### src/rtl/cache_pkg.sv
// Shared widths, line type, FSM states and address-field helpers for the data cache.
package cache_pkg;
  localparam int NUM_SETS   = 16;
  localparam int LINE_WORDS = 4;
  localparam int WSEL_W     = $clog2(LINE_WORDS);
  localparam int OFF_W      = WSEL_W + 2;
  localparam int IDX_W      = $clog2(NUM_SETS);
  localparam int TAG_W      = 32 - IDX_W - OFF_W;
  localparam int LINE_W     = 32 * LINE_WORDS;

  // Word k of a line sits at bits [32k+31:32k].
  typedef logic [LINE_WORDS-1:0][31:0] line_t;

  typedef enum logic [2:0] {IDLE, COMPARE, WRITEBACK, ALLOCATE, WAIT} state_e;

  function automatic logic [TAG_W-1:0] addr_tag(input logic [31:0] a);
    return a[31:32-TAG_W];
  endfunction

  function automatic logic [IDX_W-1:0] addr_idx(input logic [31:0] a);
    return a[OFF_W+IDX_W-1:OFF_W];
  endfunction

  function automatic logic [WSEL_W-1:0] addr_word(input logic [31:0] a);
    return a[OFF_W-1:2];
  endfunction
endpackage

### src/rtl/cache_array.sv
// Tag/valid/dirty/data storage: combinational read by index, synchronous line or word write.
// Word writes mark the line dirty; line fills mark it valid and clean. Reset clears valid/dirty only.
module cache_array
  import cache_pkg::*;
(
  input  logic             clk,
  input  logic             reset,
  input  logic [IDX_W-1:0] idx_i,
  output logic             valid_o,
  output logic             dirty_o,
  output logic [TAG_W-1:0] tag_o,
  output line_t            line_o,
  input  logic             we_i,
  input  logic             line_we_i,
  input  logic [TAG_W-1:0] wtag_i,
  input  logic [WSEL_W-1:0] word_i,
  input  logic [31:0]      wdata_i,
  input  line_t            wline_i
);
  logic [NUM_SETS-1:0] valid_q;
  logic [NUM_SETS-1:0] dirty_q;
  logic [TAG_W-1:0]    tag_q  [NUM_SETS];
  line_t               data_q [NUM_SETS];

  assign valid_o = valid_q[idx_i];
  assign dirty_o = dirty_q[idx_i];
  assign tag_o   = tag_q[idx_i];
  assign line_o  = data_q[idx_i];

  always_ff @(posedge clk) begin
    if (reset) begin
      valid_q <= '0;
      dirty_q <= '0;
    end else if (we_i) begin
      if (line_we_i) begin
        valid_q[idx_i] <= 1'b1;
        dirty_q[idx_i] <= 1'b0;
      end else begin
        dirty_q[idx_i] <= 1'b1;
      end
    end
  end

  // Tag and data storage carry no reset so they can map onto RAM.
  always_ff @(posedge clk) begin
    if (we_i) begin
      if (line_we_i) begin
        tag_q[idx_i]  <= wtag_i;
        data_q[idx_i] <= wline_i;
      end else begin
        data_q[idx_i][word_i] <= wdata_i;
      end
    end
  end
endmodule

### src/rtl/data_cache.sv
// Direct-mapped write-back/write-allocate cache; hit responds 2 cycles after the handshake.
// CPU stalls while cpu_ready=0; memory side holds requests until mem_req_ready and waits for mem_resp_valid.
module data_cache
  import cache_pkg::*;
(
  input  logic              clk,
  input  logic              reset,
  input  logic              cpu_req_valid,
  input  logic              cpu_req_write,
  input  logic [31:0]       cpu_addr,
  input  logic [31:0]       cpu_wdata,
  output logic              cpu_ready,
  output logic              cpu_resp_valid,
  output logic [31:0]       cpu_rdata,
  output logic              cpu_hit,
  output logic              mem_req_valid,
  output logic              mem_req_write,
  output logic [31:0]       mem_addr,
  output logic [LINE_W-1:0] mem_wdata,
  input  logic              mem_req_ready,
  input  logic              mem_resp_valid,
  input  logic [LINE_W-1:0] mem_rdata,
  output logic [31:0]       hit_count,
  output logic [31:0]       miss_count
);
  state_e      state_q, state_d;
  logic [31:0] addr_q, addr_d;
  logic [31:0] wdata_q, wdata_d;
  logic        write_q, write_d;
  logic        missed_q, missed_d;
  logic        resp_q, resp_d;
  logic [31:0] rdata_q, rdata_d;
  logic        hit_q, hit_d;
  logic [31:0] hit_cnt_q, hit_cnt_d;
  logic [31:0] miss_cnt_q, miss_cnt_d;

  logic             rd_valid, rd_dirty, arr_we, arr_line_we, tag_hit;
  logic [TAG_W-1:0] rd_tag;
  line_t            rd_line;
  logic             unused_addr_bits;

  assign unused_addr_bits = ^addr_q[1:0];

  cache_array u_array (
    .clk       (clk),
    .reset     (reset),
    .idx_i     (addr_idx(addr_q)),
    .valid_o   (rd_valid),
    .dirty_o   (rd_dirty),
    .tag_o     (rd_tag),
    .line_o    (rd_line),
    .we_i      (arr_we && !reset),
    .line_we_i (arr_line_we),
    .wtag_i    (addr_tag(addr_q)),
    .word_i    (addr_word(addr_q)),
    .wdata_i   (wdata_q),
    .wline_i   (mem_rdata)
  );

  assign tag_hit = rd_valid && (rd_tag == addr_tag(addr_q));

  always_comb begin
    state_d     = state_q;
    addr_d      = addr_q;
    wdata_d     = wdata_q;
    write_d     = write_q;
    missed_d    = missed_q;
    resp_d      = 1'b0;
    rdata_d     = rdata_q;
    hit_d       = hit_q;
    hit_cnt_d   = hit_cnt_q;
    miss_cnt_d  = miss_cnt_q;
    arr_we      = 1'b0;
    arr_line_we = 1'b0;
    case (state_q)
      IDLE: begin
        if (cpu_req_valid) begin
          addr_d   = cpu_addr;
          wdata_d  = cpu_wdata;
          write_d  = cpu_req_write;
          missed_d = 1'b0;
          state_d  = COMPARE;
        end
      end
      COMPARE: begin
        if (tag_hit) begin
          resp_d  = 1'b1;
          rdata_d = write_q ? wdata_q : rd_line[addr_word(addr_q)];
          hit_d   = !missed_q;
          arr_we  = write_q;
          if (missed_q) miss_cnt_d = miss_cnt_q + 32'd1;
          else          hit_cnt_d  = hit_cnt_q + 32'd1;
          state_d = IDLE;
        end else begin
          missed_d = 1'b1;
          state_d  = (rd_valid && rd_dirty) ? WRITEBACK : ALLOCATE;
        end
      end
      WRITEBACK: if (mem_req_ready) state_d = ALLOCATE;
      ALLOCATE:  if (mem_req_ready) state_d = WAIT;
      WAIT: begin
        // The refilled line is retried in COMPARE, which also merges a pending store.
        if (mem_resp_valid) begin
          arr_we      = 1'b1;
          arr_line_we = 1'b1;
          state_d     = COMPARE;
        end
      end
      default: state_d = IDLE;
    endcase
  end

  always_ff @(posedge clk) begin
    if (reset) begin
      state_q    <= IDLE;
      addr_q     <= '0;
      wdata_q    <= '0;
      write_q    <= 1'b0;
      missed_q   <= 1'b0;
      resp_q     <= 1'b0;
      rdata_q    <= '0;
      hit_q      <= 1'b0;
      hit_cnt_q  <= '0;
      miss_cnt_q <= '0;
    end else begin
      state_q    <= state_d;
      addr_q     <= addr_d;
      wdata_q    <= wdata_d;
      write_q    <= write_d;
      missed_q   <= missed_d;
      resp_q     <= resp_d;
      rdata_q    <= rdata_d;
      hit_q      <= hit_d;
      hit_cnt_q  <= hit_cnt_d;
      miss_cnt_q <= miss_cnt_d;
    end
  end

  assign cpu_ready      = (state_q == IDLE);
  assign cpu_resp_valid = resp_q;
  assign cpu_rdata      = rdata_q;
  assign cpu_hit        = hit_q;
  assign mem_req_valid  = (state_q == WRITEBACK) || (state_q == ALLOCATE);
  assign mem_req_write  = (state_q == WRITEBACK);
  assign mem_addr       = (state_q == WRITEBACK) ? {rd_tag, addr_idx(addr_q), {OFF_W{1'b0}}}
                                                 : {addr_tag(addr_q), addr_idx(addr_q), {OFF_W{1'b0}}};
  assign mem_wdata      = rd_line;
  assign hit_count      = hit_cnt_q;
  assign miss_count     = miss_cnt_q;
endmodule
### config.mk
export PLATFORM = sky130hd
export DESIGN_NAME = data_cache
export DESIGN_NICKNAME = d
export VERILOG_FILES = /design/src/rtl/cache_pkg.sv /design/src/rtl/cache_array.sv /design/src/rtl/data_cache.sv
export SDC_FILE = /design/constraint.sdc
export NUM_CORES = 2
export LEC_CHECK = 0
export ABC_AREA = 1
export ABC_CLOCK_PERIOD_IN_PS = 4100
export CORE_MARGIN = 3
export CORE_UTILIZATION = 25
export DETAILED_ROUTE_END_ITERATION = 6
export PLACE_DENSITY = 0.37
export SLEW_MARGIN = 40
export SYNTH_ARGS = -nofsm -noshare
export SYNTH_HDL_FRONTEND = slang
export SYNTH_SLANG_ARGS = --single-unit
### constraint.sdc
create_clock -name clk -period 4.1 [get_ports clk]
set_input_delay 0.82 -clock clk [delete_from_list [all_inputs] [get_ports clk]]
set_output_delay 0.82 -clock clk [all_outputs]
set_load 0.02 [all_outputs]
# Word level (Yosys, flattened, before mapping)
# Memory sizes are Yosys's and may differ from the RTL's. A register that Yosys moved wholly into a read port is not among the register bits.
# Index checks and enable logic that the tools add are counted.
# Widths: inputs -> output; s select.
# op_classes
add_sub_neg,2
multipliers,0
div,0
magnitude_cmp,4
eq_ne,10
shifts,0
mux,166
n_bitwise,134
n_reduce_logical,18
# op_table
cell,count
$mux 1,143
$mux 128,1
$mux 32,4
$or 1x1->1,128
$add 32x1->32 const B,2
$bmux 32 s2,1
$demux 32 s2,1
$or 16x16->16,2
$eq 24x24->1,1
$and 16x16->16,1
$mux 16,1
$mux 4,4
$not 16->16,1
$pmux 3 s5,1
$mux 3,4
$reduce_and 3->1,3
$bmux 1 s4,2
$ne 2x2->1 const B,4
$eq 3x2->1 const B,2
$reduce_and 2->1,3
$logic_and 1x1->1,5
$lt 4x5->1 const B,1
$demux 1 s4,1
$ge 4x1->1 const B,1
14 further kinds,17
# word_totals
register_bits,199
latch_bits,0
ram_bits,2432
romBits,0
input_bits,198
output_inout_bits,261
mem_count,2
# memory_table
memory,depth,word_bits,rd,rd_clocked_by_memory_dff,write_ports,line,source
u_array.data_q,16,128,1,1,1,cache_array.sv:23,line_t data_q [NUM_SETS];
u_array.tag_q,16,24,1,1,1,cache_array.sv:22,logic [TAG_W-1:0] tag_q [NUM_SETS];

# Longest topological paths before layout
# depth
ltp_word,9
depth_mapped,22

# Cells and area by module
# A second synthesis with hierarchy kept.
# unflattened
hier_cells,11996
hier_area_um2,114431.0
# by_module_without_submodules
mod,n_inst,cells_per_inst,area_each_um2,seq_area_each_um2
cache_array,1,10400,104526.5,73670.7
data_cache,1,1596,9904.5,3303.2

# Least setup slack after synthesis
# OpenSTA, ideal clock, no wires.
# synth_path
path_kind,flip-flop to flip-flop
start,register (tool-made name)
end,memory u_array.data_q[0][0] (netlist bit) (enable)
setup_time_ps,421
t_arrival_ps,3632
setup_slack_ps,47
path_stages_with_launch,19
n_path_buf,4
path_cell_list,dfxtp_1 -> buf_6 -> inv_6 -> buf_6 -> buf_4 -> o211ai_1 -> nand3_1 -> nand3_1 -> nand2_1 -> nand2_1 -> nand2_1 -> nor2_1 -> nand2_1 -> nor2_2 -> nand4_4 -> a21oi_4 -> o21ai_2 -> buf_2 -> nor2_1
# synth_rtl
item,line
end: declaration,cache_array.sv:23

==> flow_summary_export.csv <==
group,metric,value,unit
outcome,status,"finished, violations left",
outcome,violations,"negative setup slack",
clock_network,cts_buffer_depth,4,
floorplanning,die_y,661.6,um
timing,period_needed,4.220,ns
setup_path,cp_common_cell,"buf_12",
timing,final-max-slew-violation-count,0,
pwr,ir_drop,0.0004973,V
synth,async_flop_share,0,
floorplanning,io_pins,459,
worst_hold_path,hold_path_class,"input port to flip-flop",
cells_and_area,syn2layout_area_growth,37.33,%
clock_network,path_clk_slew,0.06,ns
routing,wl,500300,um
clock_network,htreeDepth,5,
pwr,p_per_area,694.1,nW/um^2
routing,drt_pass1_iterations,6,
synth,syn_inst,9090,
cells_and_area,final_cell_mix,"edfxtp_1, nand2_1, nor2_1",
synth,synth.top_cell.area_share,0.6796,
cells_and_area,num-nets-final,10533,
floorplanning,core_area,427600,um^2
setup_path,crit_buf_inv,10,
global_route,grt_max_degree,92,
routing,drc,0,
routing,wl_per_cell,30.71,um
synth,synthFlopType,"edfxtp_1",
synth,ys_ff_latch,2633,
global_route,grt_pass1_wl,672100,um
setup_path,path_max_fanout,7,
place,pre_cts_slack,-0.1501,ns
synth,synth_edf_count,2432,
global_route,grt_use_total,0.2204,
routing,vias,81950,
run,maxCapViolations,0,
setup_path,crit_slowest_cell,"dfxtp_4",
setup_path,critPathCaptureType,"output port",
timing,period_share,1.029,
pwr,p_leak,50.78,nW
clock_network,cts_hold_buffers,0,
cells_and_area,final_common_cell,"edfxtp_1",
clock_network,numCtsBuffers,317,
floorplanning,dieArea,437800,um^2
synth,synth_warnings,0,
setup_path,slowest_delay,0.35,ns
timing,hold_viol,0,
floorplanning,initial_core_util,0.2513,
place,hpwl,287800,um
routing,drtAntennaViolNets,0,
setup_path,arrival,3.40,ns
cells_and_area,drive_gt1_frac,0.1985,
cells_and_area,fillers,41911,
place,dpl.cell_count,15352,
routing,drt-initial-drc-count,8144,
timing,layout_setup_ws,-0.1201,ns
global_route,grt_remaining_overflow,0,
synth,netlist.top_cell.by_area,"edfxtp_1",
timing,setup_viol,277,
clock_network,clockRootBuffer,"clkbuf_16",
synth,avgSynthCellArea,11.82,um^2
synth,synth_area_leaders,"edfxtp_1, o21ai_0, nor2_1",
clock_network,cts_tree,"built",
timing,tightest_slew,0.9319,ns
place,place_congestion,0.8259,
routing,viasPerCell,5.030,
global_route,grt_pass1_vias,78845,
timing,clock_skew,0.06410,ns
timing,max_freq,237.0,MHz
cells_and_area,finalNonFillerCells,16293,
timing,rsz0062_at_grt,"yes",
setup_path,path_class,"flip-flop to output port",
setup_path,cp-start-kind,"flip-flop",
synth,synth_cell_type_count,49,
setup_path,crit_chain,"buf_12, buf_16, buf_16, buf_12, buf_12, buf_16, buf_12, buf_16, o21ai_2, o22ai_1, o211ai_1, nand2_1, buf_12, buf_12",
global_route,antenna_found_initial,34,
synth,syn_area,107500,um^2
floorplanning,row_count,240,
timing,slew_headroom,0.3781,
clock_network,cts_num_sinks,2633,
clock_network,clkLatencyLatePin,0.95,ns
setup_path,worstPathRequired,3.28,ns
place,io_buffers,452,
floorplanning,die_w,661.6,um
setup_path,crit_family,"buffers and inverters",
synth,seq_area_frac_synth,0.7170,
==> path summary, 6_finish.rpt <==
check | startpoint | endpoint | slack [ns] | cells past startpoint
worst max-delay path | flip-flop | mem_wdata[69] | -0.12 | 14
worst min-delay path | reset | cpu_resp_valid | 0.22 | 2
worst max register to register | flip-flop | u_array.data_q[15][3] | -0.05 | 25
worst min register to register | flip-flop | flip-flop | 0.45 | 2
==> kinds of logic (layout without fill, tap and decap cells) <==
logic type               after synthesis  count (layout)  synth area share
AO/OA/AOI/OAI                       2125            2125            0.1140
multiplexers                           9               9         0.0008383
other                                  1              19        0.00003489
buffers and inverters                904            2402           0.03529
flip-flops                          2633            2633            0.7170
adder cells (fa/ha/maj)                2               2         0.0002328
XOR/XNOR                              60              60          0.004890
AND/OR/NAND/NOR                     3356            3356            0.1277
==> layer usage <==
layer | GRT usage | vias up | share of wire
met1 | 0.2899 | 42604 | 0.42
met2 | 0.3617 | 2875 | 0.47
met5 | 0 | - | 0.000082
met4 | 0.08379 | 6 | 0.044
met3 | 0.03819 | 631 | 0.064
li1 | - | 35834 | -
==> metrics by stage <==
stage / power [mW] / setup TNS [ns] / cell area (um^2) / hold slack (ns) / util
2_1_floorplan: 45.01 / 0 / 107500 / 0.4265 / -
3_3_place_gp: 66.65 / -30.82 / 129000 / 0.4400 / 0.3016
3_5_place_dp: 66.74 / -11.95 / 129000 / 0.4427 / 0.3017
4_1_cts: 102.9 / -22.68 / 146700 / 0.1184 / 0.3430
5_1_grt: 106.1 / -437.54 / 147600 / 0.1738 / 0.3451
6_report: 102.4 / -5.277 / 147600 / 0.2196 / 0.3451
==> where the power goes <==
| group | leakage, nW | internal (mW) | switching, mW |
|---|---|---|---|
| combinational | 22.3 | 17.7 | 26.4 |
| sequential | 23.6 | 30.0 | 0.939 |
| clock | 4.88 | 15.7 | 11.7 |
| total | 50.8 | 63.5 | 39.0 |
==> synth_stat cells, types with 7 or more instances <==
cell type	instances
buf_6	26
clkbuf_1	471
buf_1	37
o22ai_1	323
nand2_1	1286
mux2i_1	9
o32ai_1	7
nor4_1	19
buf_2	102
edfxtp_1	2432
nand4_1	91
o21ai_1	14
nand3_1	571
nor2_1	1325
buf_4	19
o221ai_1	247
a21oi_1	172
inv_1	241
xnor2_1	15
nor3_1	44
xor2_1	45
o211ai_1	65
o21ai_0	1269
dfxtp_1	201
==> registers in the layout, indices dropped and copies added (netlist names), 16 cells and up, named ones only <==
name	cells
u_array.data_q	2048
u_array.tag_q	384
cpu_rdata	32
hit_count	32
miss_count	32
wdata_q	32
addr_q	30
u_array.valid_q	16
==> layout make-up <==
class                           count  area (um^2)  area share
Sequential cell                  2633        77080      0.5223
Multi-Input combinational cell   5556        28530      0.1933
Timing Repair Buffer             1572        23780      0.1611
Clock buffer                      398         8441     0.05719
Tap cell                         5687         7116     0.04821
Clock inverter                    179         1526     0.01034
Inverter                          249         1022    0.006926
Timing Repair inverter              4        50.05   0.0003391
Antenna cell                       15        37.54   0.0002543
==> what timing repair did <==
item	CTS	global route
buffers inserted	189	30
cloned	130	12
pin swaps	265	23
resized for setup	727	120
endpoints found under the setup margin	549	4190
(Power assumes the default switching activity.)
